$ cat src/rtl/flex_counter.sv
// flex_counter: up-counter with programmable rollover value.
// Registered count and rollover flag; async active-high reset.
module flex_counter #(
  parameter int NUM_BITS = 4
) (
  input  logic                clk,
  input  logic                rst,
  input  logic                clear,
  input  logic                count_enable,
  input  logic [NUM_BITS-1:0] rollover_val,
  output logic [NUM_BITS-1:0] count_out,
  output logic                rollover_flag
);

  logic [NUM_BITS-1:0] next_count;
  logic                next_flag;

  // next count: clear beats enable; terminal value restarts at 1
  always_comb begin
    next_count = count_out;
    if (clear) begin
      next_count = '0;
    end else if (count_enable) begin
      if (count_out == rollover_val)
        next_count = NUM_BITS'(1);
      else
        next_count = count_out + NUM_BITS'(1);
    end
  end

  // flag tracks the comparison of the count being loaded
  always_comb begin
    next_flag = 1'b0;
    if (!clear)
      next_flag = (next_count == rollover_val);
  end

  // count and flag registered together
  always_ff @(posedge clk or posedge rst) begin
    if (rst) begin
      count_out     <= '0;
      rollover_flag <= 1'b0;
    end else begin
      count_out     <= next_count;
      rollover_flag <= next_flag;
    end
  end

endmodule

$ cat config.mk
export PLATFORM = sky130hd
export DESIGN_NAME = flex_counter
export DESIGN_NICKNAME = d
export VERILOG_FILES = /design/src/rtl/flex_counter.sv
export SDC_FILE = /design/constraint.sdc
export NUM_CORES = 1
export LEC_CHECK = 0
export ABC_CLOCK_PERIOD_IN_PS = 2600
export CORE_MARGIN = 2
export CORE_UTILIZATION = 38
export DETAILED_ROUTE_END_ITERATION = 6
export MAX_ROUTING_LAYER = met4
export PLACE_DENSITY = 0.61
export SYNTH_ARGS = -nofsm -noshare
export SYNTH_HDL_FRONTEND = slang
export SYNTH_SLANG_ARGS = --single-unit
$ cat constraint.sdc
create_clock -name clk -period 2.6 [get_ports clk]
set_clock_uncertainty 0.1 [all_clocks]
set_input_delay 0.52 -clock clk [delete_from_list [all_inputs] [get_ports clk]]
set_output_delay 0.52 -clock clk [all_outputs]
set_load 0.1 [all_outputs]
After elaboration in Yosys (flattened, before gate mapping). Cells that the tools add are included.

Add/subtract/negate cells: 1. Equal/unequal tests: 2. Mux-type cells: 4.

Operators by type and width (count): $mux W4 (3); $eq A4 B4 Y1 (2); $add A4 B1 Y4 const B (1); $mux W1 (1).

Flip-flop bits (word level): 5. Input port bits: 8. Output and inout port bits: 5.

Logic depth before layout (Yosys ltp).
Word-level depth: 6. Gate-level depth with buffers: 7. Gate-level depth less buffers: 6.

Worst setup path after synthesis. Ideal clock, no wire load.

Kind: register to register. Start point: reg count_out[0]. End point: reg rollover_flag. Library setup time: 0.096 ns. Arrival: 2.354 ns. Data required time: 2.404 ns. Path slack: 0.051 ns. Cell stages (with the launch flop): 7. Path buffers: 2. Clock period less this slack: 2.549 ns. Cells stage by stage: dfrtp_1 -> buf_6 -> xor2_1 -> or4_1 -> buf_2 -> o311a_1 -> nor4_2.

Cells in the longest elaborated chain, start to end: 6. Elaborated cells on any way between the ends: 7. Classes of those cells: add/sub: 1; eq/ne: 2; mux: 4.

Ends and longest elaborated chain: start: declaration (line 11) `output logic [NUM_BITS-1:0] count_out,`; start signal: assignment (line 44) `count_out <= next_count;`; $add A4 B1 Y4 / $eq A4 B4 Y1 (equally long branches) (line 27, 24); $mux W4 (line 24) `if (count_out == rollover_val)`; $mux W4 (*) (line 23) `end else if (count_enable) begin`; $mux W4 (*) (line 21) `if (clear) begin`; $eq A4 B4 Y1 (*) (line 35) `next_flag = (next_count == rollover_val);`; $mux W1 (*) (line 34) `if (!clear)`; named net next_flag (line 16) `logic next_flag;`; end signal: assignment (line 45) `rollover_flag <= next_flag;`; end: declaration (line 12) `output logic rollover_flag`.

The timed path passes the listed nets; every way through them passes the cells marked *.

Worst setup path in the final report.
Start point: in rollover_val[2]. End point: reg rollover_flag.

Cells in the longest elaborated chain, start to end: 6.

Ends and longest elaborated chain: start: declaration (line 10) `input logic [NUM_BITS-1:0] rollover_val,`; $eq A4 B4 Y1 (line 24); $mux W4 (line 24); $mux W4 (line 23); $mux W4 (line 21); $eq A4 B4 Y1 (*) (line 35); $mux W1 (*) (line 34); named net next_flag (line 16).

Marks and branches as above.

==> implementation parameters <==
Parameter                              Value

Run status
  Outcome    finished clean

STA
  Slew HR    76.8%
  Max Freq    435 MHz
  Setup repair after global routing missed its margin    no
  Final Max Slew Viols    0
  Share of the clock period used by the worst path after layout    88.3%
  Number of failing setup endpoints in the final timing report    0
  Number of hold-slack violations in the final timing report    0
  Final min period    2.30 ns
  Measured slew at the worst slew-check pin    0.348 ns
  Final setup slack of the worst path    0.304 ns
  Total Neg Setup Slack    0 ns

Placement
  Routability cong.    0.897
  Post-DP HPWL    966 um
  Number of input and output port buffers inserted    12
  Post-placement setup slack    0.0831 ns

Finish
  Leading cell type in the layout, fill and taps excluded    sky130_fd_sc_hd__buf_4
  Fraction of final layout cells sized beyond drive strength 1    19.0%
  Number of antenna cells inserted    0
  Commonest non-fill, non-tap cells in the layout    sky130_fd_sc_hd__buf_4, sky130_fd_sc_hd__clkdlybuf4s50_1, sky130_fd_sc_hd__nor2_1
  Final-stage net count    94
  Share of the core filled with cells in the final layout    52.8%
  Signed area change from the synthesized netlist to the final layout    30.1%

Power and ir drop
  Total power density per cell area    403 nW/um^2
  Pleak    0.317 nW
  Worst IR drop on VDD    316 uV

Worst setup path
  Delay of the slowest critical-path stage    0.62 ns
  Sort of element at the start of the critical path    input port
  Bufs and invs on worst path    1
  Type of element capturing the critical path    register
  Critical Path Slowest Stage Cell    sky130_fd_sc_hd__or4_1
  Arrival time at the worst endpoint    2.34 ns
  Critical path type    in -> reg
  CP cell instances    clkdlybuf4s50_1, xor2_1, or4_1, nand4_1, o221ai_1, nor4_2
  Worst-path fanout max    4
  Required arrival time at the worst endpoint    2.65 ns
  Largest delay share family, worst path    simple AND/OR/NAND/NOR gates

GRT
  First-pass GRT wire length    1.85 mm
  Total congestion overflow    0
  Number of antenna violations at the first check in global routing    0
  GRT Total Usage    17.1%
  Via count of the first global-routing pass    440
  Maximum number of pins on one net before global-route repair    16

Clocking
  CTS tree    built
  Later-pin clock latency in the skew report    0.24 ns
  TritonCTS Buffers    3
  Post-CTS Hold Buffers    0
  Post-CTS setup buffer count    0
  Clock-pin slew of the registers on the worst-case setup and hold paths    0.04 ns
  Max clock buf depth    2
  Clock sinks    5
  # resized after CTS    0
  Cell chosen for the clock root    sky130_fd_sc_hd__clkbuf_4
  Depth of the CTS H-tree    1

Logic synthesis
  Distinct cell type count after synthesis    36
  Yosys top cell area share    23.7%
  Share of the yosys chip area belonging to registers    23.7%
  Cell accounting for the most synthesized area    sky130_fd_sc_hd__dfrtp_1
  Combinational family with the most area after synthesis    simple AND/OR/NAND/NOR gates
  Adder-Cell Fraction of Synth Area    2.37%
  Mean area per synthesized cell    7.88 um^2
  Synth Instances    67
  YS warnings    0
  Basic-gate share of the synthesized area counting and, or, nand and nor cells    27.7%
  Mapped cell area    528 um^2
  Synthesized Nets    76
  Xor and xnor fraction of the mapped netlist area    6.64%
  Total of flip-flops plus latches after synthesis    5
  Top area cells in the synthesized netlist    sky130_fd_sc_hd__dfrtp_1, sky130_fd_sc_hd__xor2_1, sky130_fd_sc_hd__buf_6
  Synth Area in Compound Gates    27.5%
  Share of synthesized area spent on multiplexers    1.90%

Die
  Width of the die    41.3 um
  Core Box Area    1300 um^2
  I/O pin total    13
  Die Footprint    1700 um^2
  Die height    41.3 um
  Standard-cell rows    13
  Initial Util    40.6%

Route
  Count of nets left with antenna violations after detail routing    0
  Routed length per instance    12.4 um
  Router iterations before antenna repair    4
  DRC violation count after routing    0
  Wire length after detailed routing    1.23 mm
  Vias per cell    5.68
  Initial detailed-routing violation count    26
  Via Count    562

Job
  Count of maximum capacitance violations    0

Min path
  Worst hold path class    in -> async
==> synthesized netlist by cell type, drive strengths merged <==
cell type  n
mux2i      1
a21oi      4
nor2       6
a22oi      2
or2        1
nand4      1
nand3b     1
inv        4
o41ai      1
clkbuf     1
a2bb2oi    1
and3       3
o221ai     1
nor2b      1
nand2      5
or4        1
ha         1
nor3       1
o211a      1
o22ai      1
nor4       3
a221oi     1
xor2       4
a31oi      1
a21o       1
o21bai     2
o311a      1
a221o      1
nand2b     2
o21ai      2
nand3      2
dfrtp      5
buf        4
==> metrics by stage <==
stage                     cells  hold slack [ns]  total power (W)  cell area, um^2
final                        99            0.385         0.000277              687
after global routing         99            0.411         0.000296              687
after global placement       95            0.600         0.000190              661
after floorplan              67            0.199         0.000157              528
after detailed placement     95            0.606         0.000190              661
after CTS                    99            0.385         0.000278              687
==> power breakdown <==
| part | internal [W] | switching (W) | leakage [nW] |
|---|---|---|---|
| Combinational | 0.0000400 | 0.0000596 | 0.234 |
| Sequential | 0.0000813 | 0.00000828 | 0.0681 |
| Clock | 0.0000579 | 0.0000297 | 0.0150 |
| Total | 0.000179 | 0.0000975 | 0.317 |
==> final timing paths <==
kind | startpoint | end | slack (ns) | depth (start not counted)
max | rollover_val[2] | rollover_flag$_DFF_PP0_ | 0.30 | 6
min | rst | count_out[0]$_DFF_PP0_ | 0.39 | 2
max reg2reg | count_out[0]$_DFF_PP0_ | rollover_flag$_DFF_PP0_ | 0.50 | 5
min reg2reg | count_out[0]$_DFF_PP0_ | count_out[0]$_DFF_PP0_ | 0.61 | 1
max in group asynchronous | rst | count_out[3]$_DFF_PP0_ | 1.83 | 2
min in group clk | count_out[0]$_DFF_PP0_ | count_out[0]$_DFF_PP0_ | 0.61 | 1
==> logic make-up after synthesis <==
kind of cell,count (synthesis)
muxes,1
buffers and inverters,9
AOI/OAI and AO/OA,20
and+or+nand+nor,27
DFF,5
xor gates and xnor gates,4
adders and majority gates,1
==> final cells by class <==
cell class | instances | area, um^2
clock buffers | 4 | 26.3
fillers | 137 | 614
inverters | 4 | 15.0
multi-input cells | 53 | 349
flip-flops and latches | 5 | 125
well taps | 15 | 18.8
repair buffers | 18 | 153
==> state kept, by name (all words and copies together) (netlist names) <==
register / count
rollover_flag: 1
count_out: 4
==> metal layers <==
layer	share of wire (%)	global-route usage, %	vias up
li1	-	-	292
met3	5.3	6.52	0
met5	0	-	-
met2	47	26.2	23
met4	0	0.806	0
met1	47	22.4	247
Note: power is estimated with default switching activity, not from simulation.
